$ cat src/rtl/seq_add_sub.sv
// ---------------------------------------------------------------------------
// seq_add_sub
// Multi-cycle adder/subtractor. Operands are registered on accept and the
// sum is built CHUNK bits per clock through a CHUNK-bit carry chain. The
// carry is held in a register between chunks. Subtraction is done as
// A + ~B + 1, so carry_out = 1 means "no borrow".
//
// Ports
//   clk        in   1      clock, rising edge
//   rst        in   1      synchronous active-high reset
//   start      in   1      request, accepted when ready=1
//   op_sub     in   1      0: a_in+b_in, 1: a_in-b_in (sampled with start)
//   a_in       in   WIDTH  operand A (sampled with start)
//   b_in       in   WIDTH  operand B (sampled with start)
//   ready      out  1      high in IDLE and DONE
//   busy       out  1      high in RUN
//   done       out  1      one-cycle pulse on DONE entry
//   result     out  WIDTH  sum/difference, holds until next DONE entry
//   carry_out  out  1      carry out of bit WIDTH-1
//   overflow   out  1      two's-complement signed overflow
//   zero       out  1      result == 0
// ---------------------------------------------------------------------------
module seq_add_sub #(
    parameter int WIDTH = 32,
    parameter int CHUNK = 8
) (
    input  logic             clk,
    input  logic             rst,
    input  logic             start,
    input  logic             op_sub,
    input  logic [WIDTH-1:0] a_in,
    input  logic [WIDTH-1:0] b_in,
    output logic             ready,
    output logic             busy,
    output logic             done,
    output logic [WIDTH-1:0] result,
    output logic             carry_out,
    output logic             overflow,
    output logic             zero
);

    localparam int NCHUNK = (CHUNK > 0) ? (WIDTH / CHUNK) : 1;
    localparam int IW     = (NCHUNK > 1) ? $clog2(NCHUNK) : 1;

    // Elaboration guard on the chunk geometry.
    generate
        if ((CHUNK < 1) || ((WIDTH % CHUNK) != 0)) begin : g_bad_chunk
            $error("seq_add_sub: WIDTH must be a nonzero multiple of CHUNK");
        end
    endgenerate

    typedef enum logic [1:0] {
        S_IDLE = 2'd0,
        S_RUN  = 2'd1,
        S_DONE = 2'd2
    } state_t;

    state_t           r_state;
    logic [WIDTH-1:0] r_a;
    logic [WIDTH-1:0] r_b;      // already inverted for subtraction
    logic [WIDTH-1:0] r_sum;    // working sum, filled chunk by chunk
    logic             r_carry;
    logic [IW-1:0]    r_idx;

    logic [CHUNK-1:0] w_a_chunk [NCHUNK];
    logic [CHUNK-1:0] w_b_chunk [NCHUNK];
    logic [CHUNK-1:0] w_a_sel;
    logic [CHUNK-1:0] w_b_sel;
    logic [CHUNK:0]   w_chunk_sum;
    logic             w_c_msb;
    logic             w_last;
    logic [WIDTH-1:0] w_sum_next;

    // Split the operand registers into chunk slices for the index mux, and
    // merge the freshly computed chunk back into the working sum.
    genvar gi;
    generate
        for (gi = 0; gi < NCHUNK; gi++) begin : g_chunk
            assign w_a_chunk[gi] = r_a[gi*CHUNK +: CHUNK];
            assign w_b_chunk[gi] = r_b[gi*CHUNK +: CHUNK];
            assign w_sum_next[gi*CHUNK +: CHUNK] =
                (r_idx == IW'(gi)) ? w_chunk_sum[CHUNK-1:0]
                                   : r_sum[gi*CHUNK +: CHUNK];
        end
    endgenerate

    assign w_a_sel     = w_a_chunk[r_idx];
    assign w_b_sel     = w_b_chunk[r_idx];
    assign w_chunk_sum = {1'b0, w_a_sel} + {1'b0, w_b_sel} + {{CHUNK{1'b0}}, r_carry};

    // Carry into the top bit of this chunk, recovered from the sum bit.
    // Only meaningful on the last chunk, where it is the carry into the MSB.
    assign w_c_msb = w_a_sel[CHUNK-1] ^ w_b_sel[CHUNK-1] ^ w_chunk_sum[CHUNK-1];
    assign w_last  = (r_idx == IW'(NCHUNK - 1));

    always_ff @(posedge clk) begin
        if (rst) begin
            r_state   <= S_IDLE;
            ready     <= 1'b1;
            busy      <= 1'b0;
            done      <= 1'b0;
            result    <= '0;
            carry_out <= 1'b0;
            overflow  <= 1'b0;
            zero      <= 1'b0;
            r_a       <= '0;
            r_b       <= '0;
            r_sum     <= '0;
            r_carry   <= 1'b0;
            r_idx     <= '0;
        end else begin
            case (r_state)
                S_IDLE, S_DONE: begin
                    done <= 1'b0;
                    if (start) begin
                        r_a     <= a_in;
                        r_b     <= op_sub ? ~b_in : b_in;
                        r_carry <= op_sub;
                        r_idx   <= '0;
                        r_sum   <= '0;
                        r_state <= S_RUN;
                        ready   <= 1'b0;
                        busy    <= 1'b1;
                    end else begin
                        r_state <= S_IDLE;
                        ready   <= 1'b1;
                        busy    <= 1'b0;
                    end
                end
                S_RUN: begin
                    r_sum   <= w_sum_next;
                    r_carry <= w_chunk_sum[CHUNK];
                    r_idx   <= r_idx + IW'(1);
                    if (w_last) begin
                        // MSB carry and final carry are both available in
                        // this cycle, so all flags load on the same edge.
                        r_state   <= S_DONE;
                        ready     <= 1'b1;
                        busy      <= 1'b0;
                        done      <= 1'b1;
                        result    <= w_sum_next;
                        carry_out <= w_chunk_sum[CHUNK];
                        overflow  <= w_c_msb ^ w_chunk_sum[CHUNK];
                        zero      <= (w_sum_next == '0);
                    end
                end
                default: begin
                    r_state <= S_IDLE;
                    ready   <= 1'b1;
                    busy    <= 1'b0;
                    done    <= 1'b0;
                end
            endcase
        end
    end

endmodule

$ cat config.mk
export PLATFORM = sky130hd
export DESIGN_NAME = seq_add_sub
export DESIGN_NICKNAME = d
export VERILOG_FILES = /design/src/rtl/seq_add_sub.sv
export SDC_FILE = /design/constraint.sdc
export NUM_CORES = 1
export LEC_CHECK = 0
export BUFFER_PORTS_ARGS = -buffer_cell sky130_fd_sc_hd__buf_4
export CAP_MARGIN = 20
export CORE_ASPECT_RATIO = 2
export CORE_UTILIZATION = 56
export CTS_CLUSTER_SIZE = 16
export DETAILED_ROUTE_END_ITERATION = 8
export PLACE_DENSITY_LB_ADDON = 0.2
export SYNTH_ARGS = -nofsm -noshare
export SYNTH_HDL_FRONTEND = slang
export SYNTH_SLANG_ARGS = --single-unit
$ cat constraint.sdc
create_clock -name clk -period 4 [get_ports clk]
set_input_delay 0.2 -clock clk [delete_from_list [all_inputs] [get_ports clk]]
set_output_delay 0.2 -clock clk [all_outputs]
set_load 0.01 [all_outputs]
==> results of run 1 <==
where the power goes:
part | switching (W) | internal, W | total [W]
Clock | 0.000556 | 0.000961 | 0.00152
Combinational | 0.000285 | 0.000211 | 0.000496
Sequential | 0.0000405 | 0.00140 | 0.00144
Total | 0.000882 | 0.00257 | 0.00345
synth_stat cells (2+ instances only):
| cell type | instances | area, µm² |
|---|---|---|
| nor4_1 | 2 | 12.5 |
| a31oi_1 | 3 | 18.8 |
| buf_2 | 2 | 10.0 |
| a21oi_1 | 54 | 270 |
| a211oi_1 | 49 | 368 |
| dfxtp_1 | 134 | 2680 |
| o311ai_0 | 4 | 35.0 |
| and2_1 | 6 | 37.5 |
| xnor2_1 | 35 | 307 |
| nand2b_1 | 9 | 56.3 |
| a22oi_1 | 2 | 15.0 |
| a22o_1 | 15 | 131 |
| fa_1 | 2 | 40.0 |
| nand3b_1 | 2 | 15.0 |
| nor3_1 | 10 | 50.1 |
| nor2_1 | 66 | 248 |
| clkbuf_1 | 40 | 150 |
| o21a_1 | 2 | 15.0 |
| a32o_1 | 12 | 120 |
| mux4_2 | 16 | 360 |
| nand3_1 | 6 | 30.0 |
| buf_1 | 12 | 45.0 |
| mux2i_1 | 13 | 130 |
| o211ai_1 | 4 | 30.0 |
| o21ai_0 | 7 | 35.0 |
| ha_1 | 11 | 138 |
| a311oi_1 | 7 | 61.3 |
| o22ai_1 | 2 | 12.5 |
| nor2b_1 | 4 | 25.0 |
| nand2_1 | 88 | 330 |
| inv_1 | 12 | 45.0 |
| a21o_1 | 2 | 15.0 |
stage by stage:
stage          setup WS (ps)   util
2_1_floorplan            456      -
3_3_place_gp             809  0.656
3_5_place_dp             700  0.656
4_1_cts                  699  0.711
5_1_grt                  578  0.713
6_report                 657  0.713
flip-flops by register name, summed over array words and instances, names as in the netlist:
name,cells
carry_out,1
r_a,32
r_idx,2
result,32
done,1
r_sum,28
busy,1
r_b,32
overflow,1
r_carry,1
r_state,1
ready,1
zero,1
final cells by class:
class,instances,area share
clock buffers,23,0.0640
clock inverters,8,0.0132
inverters,12,0.00603
multi-input cells,449,0.411
flip-flops and latches,134,0.359
well taps,137,0.0230
repair buffers,122,0.124
metal layers:
layer  vias up  global-route usage
met4         0               0.249
met1      2477               0.311
met2       217               0.526
met5         -                   0
met3        81              0.0678
li1       2502                   -
how the worst min path moves through the flow:
stage                         end  depth (start not counted)
after CTS                 r_a[12]                          3
final                     r_a[28]                          3
after global placement      ready                          2
after detailed placement    ready                          2
after global routing      r_a[11]                          3
after floorplan            r_a[0]                          2
cells by family after synthesis:
family          after synthesis
simple gates                200
fa+ha+maj                    13
mux                          29
xor+xnor                     36
flops                       134
compound gates              171
buf+inv                      66
placed cells by master, fill, tap and decap left out, types with 7 or more instances in the layout:
cell / synthesis / layout
a22o_1: 15 / 15
xnor2_1: 35 / 35
a32o_1: 12 / 12
nor2_1: 66 / 66
inv_1: 12 / 12
clkbuf_16: 0 / 17
a21oi_1: 54 / 54
nand2_1: 88 / 88
mux2i_1: 13 / 13
a311oi_1: 7 / 7
buf_4: 0 / 121
mux4_2: 16 / 16
nand2b_1: 9 / 9
o21ai_0: 7 / 7
nor3_1: 10 / 10
ha_1: 11 / 11
dfxtp_1: 134 / 134
a211oi_1: 49 / 49
critical path, cell delays in order, from the launching register on:
cell and delay [ps]:
dfxtp_1 360, buf_4 220, mux4_2 530, fa_1 600, o31ai_1 130, o21ai_0 130
or4_1 530, or4b_1 520, o41ai_2 230
==> flow_summary_export.csv, run 1 <==
group,metric,value,unit
power,p_total,0.00345,W
synth,yosys.area_share.xor_xnor,0.0526,
synth,synthSimpleGateAreaFrac,0.144,
synth,synth_fp_nets,730,
worst_setup_path,worst-r2r-setup-slack,660,ps
min_path,hp-start,"a_in[28]",
die,core_area,10500,µm²
worst_setup_path,rr_endpoint,"zero",
timing,clock_skew,6.68,ps
outcome,outcome,"completed",
synth,synth.area.mux_share,0.0819,
worst_setup_path,critPathLaunch,"r_idx[0]",
die,die_h,148,µm
layout,final_nets,817,
power,ir_worst_vdd,337,µV
layout,register_area,2680,µm²
synth,ys_types,48,
placed_design,port_buffers,105,
worst_setup_path,critPathCaptureType,"register",
detailed_routing,highest_layer,"met4",
synth,synthAdderAreaFrac,0.0297,
synth,yosysSeqAreaShare,0.448,
synth,synthFlopType,"dfxtp_1",
detailed_routing,wl_met1,5.80,mm
die,die_x,75.1,µm
detailed_routing,met3_length,683,µm
placed_design,post_dp_cell_area,6870,µm²
layout,syn2layout_area_growth,24.6,%
clock_network,clock_latency,410,ps
synth,ys_warn_count,0,
global_routing,gr-total-overflow,0,
layout,multi_input_area,3070,µm²
worst_setup_path,reg2reg_depth,8,
worst_setup_path,crit_type,"register to register",
clock_network,post_cts_buffers,0,
layout,antenna_cells,0,
power,p_leak,2.87,nW
synth,synth_compound_area_frac,0.202,
detailed_routing,post-route-drc-count,0,
clock_network,cts.sinks,134,
timing,min_period,3340,ps
global_routing,grt_pass1_wl,25.4,mm
power,pwr_density_cell,462,nW/µm²
worst_setup_path,crit_end,"zero",
detailed_routing,routedWlPerCell,18.1,µm
global_routing,grt_util_all_layers,0.310,
synth,synth_area,5990,µm²
clock_network,h-tree-depth,4,
detailed_routing,dr_wl_met2,8.26,mm
detailed_routing,antenna_left,0,
clock_network,ctsResizeCount,0,
timing,setup-violations-final,0,
timing,finalSetupTns,0,ps
clock_network,cts_tree,"done",
layout,instances_no_fill,885,
layout,final_cell_area,7470,µm²
detailed_routing,wirelength,16.0,mm
synth,synth_cells,649,
timing,hold_violations,0,
timing,worstMarginPinSlew,1040,ps
min_path,hold_class,"input pin to register",
timing,slew_headroom,0.304,
clock_network,clk_pin_slew,60,ps
die,die_area,11100,µm²
synth,avgSynthCellArea,9.23,µm²
global_routing,grt_pass1_vias,5307,
clock_network,root_buffer,"clkbuf_16",
clock_network,ctsHoldBuffers,0,
worst_setup_path,start_kind,"register",
worst_setup_path,worstPathRequired,4310,ps
synth,synth-async-reset-ratio,0,
detailed_routing,vias,5277,
synth,synth-edff-count,0,
timing,rsz0062_at_grt,"false",
worst_setup_path,cp_max_fo,9,
die,rows,53,
timing,fmax,0.299,GHz
placed_design,place_congestion,0.905,
detailed_routing,vias_per_cell,5.96,
detailed_routing,firstDrtPassIters,5,
die,io_pins,106,
worst_setup_path,cp.arrival,3650,ps
placed_design,dp_hpwl,11.4,mm
detailed_routing,drt_iter0_drc,285,
timing,slew_viol_final,0,
worst_setup_path,regToRegStartpoint,"r_idx[0]",
placed_design,place_inst,853,
clock_network,cts_max_path_buffers,2,
timing,timing.hold.ws,36.9,ps
timing,min_period_over_period,0.836,
global_routing,antenna_found_initial,0,
run,drv_cap,0,
layout,nFillCells,842,
synth,synth-seq-cells,134,
global_routing,grt_max_degree,77,
die,initial_utilization,0.572,
layout,drive_gt1_frac,0.229,
clock_network,cts-buffers-inserted,17,
synth,synth_top_family_by_area,"compound AO/OA/AOI/OAI gates",
Note: power is estimated with default switching activity, not from simulation.
==> inputs of run 2 (changes only) <==
- CORE_UTILIZATION: 56 -> 50
- clock period: 4 -> 2.7 ns (I/O delays scaled with it)
==> run 2 against run 1 <==
Net effect: the flow now finishes with violations (negative setup slack); non-clock buffer count up 73; critical path depth up 1; clock power up 43%; flip-flop and latch count unchanged; first-iteration DRC count up 22%; setup slack worse by 900 ps; critical path type unchanged; critical endpoint unchanged; largest power group unchanged.
==> flow_summary_export.csv, run 2 (same netlist as run 1, synthesis figures left out) <==
group,metric,value,unit
min_path,hold_depth,3,
clock_network,clk_pin_slew,60,ps
worst_setup_path,worstPathRequired,3010,ps
placed_design,place_ws,-591,ps
timing,clock_skew,9.95,ps
min_path,worst_hold_path.endpoint,"r_a[8]",
power,p_switching,0.00150,W
power,p_seq_frac,0.401,
die,die_area,12500,µm²
die,rows,56,
detailed_routing,antenna_left,0,
timing,finalSetupTns,-496,ps
worst_setup_path,crit_type,"register to register",
worst_setup_path,cp_max_fo,4,
global_routing,grt_max_degree,68,
detailed_routing,wirelength,18.3,mm
clock_network,clock_latency,410,ps
clock_network,cts.sinks,134,
timing,hold_violations,0,
layout,largestRegisters,"r_a x32, r_b x32, result x32",
die,die_x,79.4,µm
detailed_routing,firstDrtPassIters,5,
clock_network,cts_max_path_buffers,2,
min_path,hold_class,"input pin to register",
power,combPwrFrac,0.191,
power,p_total,0.00532,W
timing,setup-violations-final,11,
timing,slew_headroom,0.577,
die,core_area,11700,µm²
layout,layout_commonest_cell,"buf_4",
detailed_routing,vias,5617,
power,internal-power,0.00382,W
timing,fin_ws,-246,ps
worst_setup_path,rr_endpoint,"zero",
timing,rsz0062_at_grt,"true",
layout,nFillCells,838,
worst_setup_path,cp.arrival,3250,ps
clock_network,h-tree-depth,4,
worst_setup_path,critPathCaptureType,"register",
clock_network,cts-buffers-inserted,17,
detailed_routing,routedWlPerCell,19.0,µm
timing,min_period,2950,ps
timing,fmax,0.339,GHz
detailed_routing,vias_per_cell,5.81,
outcome,outcome,"finished with violations",
placed_design,dp_hpwl,12.3,mm
layout,syn2layout_area_growth,40.6,%
detailed_routing,post-route-drc-count,0,
layout,antenna_cells,0,
timing,slew_viol_final,0,
min_path,hp-start,"a_in[8]",
die,initial_utilization,0.512,
power,clkPwrFrac,0.408,
global_routing,antenna_found_initial,0,
placed_design,place_congestion,0.929,
detailed_routing,drt_iter0_drc,347,
power,ir_worst_vdd,545,µV
die,die_h,157,µm
worst_setup_path,regToRegStartpoint,"r_idx[0]",
worst_setup_path,worst-r2r-setup-slack,-250,ps
die,io_pins,106,
clock_network,root_buffer,"clkbuf_16",
timing,worstMarginPinSlew,634,ps
global_routing,grt_pass1_vias,5659,
timing,min_period_over_period,1.09,
run,drv_cap,0,
global_routing,gr-total-overflow,0,
outcome,violations,"negative setup slack",
placed_design,port_buffers,105,
global_routing,grt_pass1_wl,28.2,mm
timing,timing.hold.ws,4.65,ps
layout,final_nets,890,
worst_setup_path,reg2reg_depth,9,
clock_network,cts_tree,"done",
layout,layout_common_cells,"buf_4, dfxtp_1, nand2_1, nor2_1, a211oi_1",
power,netSwitchingFraction,0.281,
global_routing,grt_util_all_layers,0.301,
power,p_leak,3.23,nW
layout,drive_gt1_frac,0.314,
power,pwr_density_cell,631,nW/µm²
worst_setup_path,start_kind,"register",
[run 2: changes by cell type in the layout (fill, tap and decap cells not counted), sizes merged]
cell,previous run,this run
buf,122,167
dlygate4sd3,0,28
clkbuf,23,19
inv,12,15
clkinvlp,2,4
bufinv,2,1
clkinv,4,5
[run 2: metrics by stage]
step / std cells / cell area [µm²] / util
final: 967 / 8430 / 0.720
after global routing: 967 / 8430 / 0.720
after CTS: 964 / 8190 / 0.700
after detailed placement: 901 / 7230 / 0.618
after global placement: 901 / 7230 / 0.618
after floorplan: 649 / 6060 / -
[run 2: metal layers]
metal	wire (µm)	track usage	vias up	share of wire
met5	0	0	-	0
met4	1260	0.205	0	0.068
met3	637	0.0595	73	0.035
met2	10300	0.564	211	0.56
met1	6110	0.285	2691	0.33
li1	-	-	2642	-
[run 2: how the worst max path moves through the flow]
stage	startpoint	to	slack, ps	cells past startpoint
finish	r_idx[0]	zero	-250	9
global route	r_idx[0]	zero	-280	9
CTS	r_idx[0]	zero	-150	7
detailed placement	r_idx[1]	result[31]	-590	9
global placement	r_idx[1]	result[31]	-560	10
floorplan	r_idx[0]	zero	-290	9
[run 2: layout make-up]
cell class / count / area, µm² / area share
clock buffer: 19 / 433 / 0.0514
clock inverter: 13 / 126 / 0.0150
inverter: 12 / 45.0 / 0.00535
multi-input combinational: 449 / 3370 / 0.400
sequential: 134 / 2690 / 0.319
tap: 145 / 181 / 0.0215
timing repair buffer: 195 / 1580 / 0.188
[run 2: critical path, stage by stage, from the launching register on]
cell and delay (ps):
dfxtp_4 380, mux4_2 520, fa_2 390, inv_2 80, fa_2 230, nand2b_4 150
a21oi_2 90, xnor2_2 200, or4b_4 560, o41ai_2 230
[run 2: power groups by stage]
stage	combinational [W]	clock (W)	sequential, W
floorplan	0.000516	0	0.00215
global placement	0.000822	0	0.00217
detailed placement	0.000845	0	0.00217
CTS	0.000918	0.00219	0.00213
global route	0.00109	0.00227	0.00214
finish	0.00101	0.00217	0.00213
[run 2: what timing repair did]
item / CTS / global route
gates resized for setup: 22 / 40
pin swaps: 13 / 15
hold endpoints to repair: 28 / 0
buffers inserted: 3 / 4
endpoints found under the setup margin: 37 / 42
hold buffers: 28 / 0
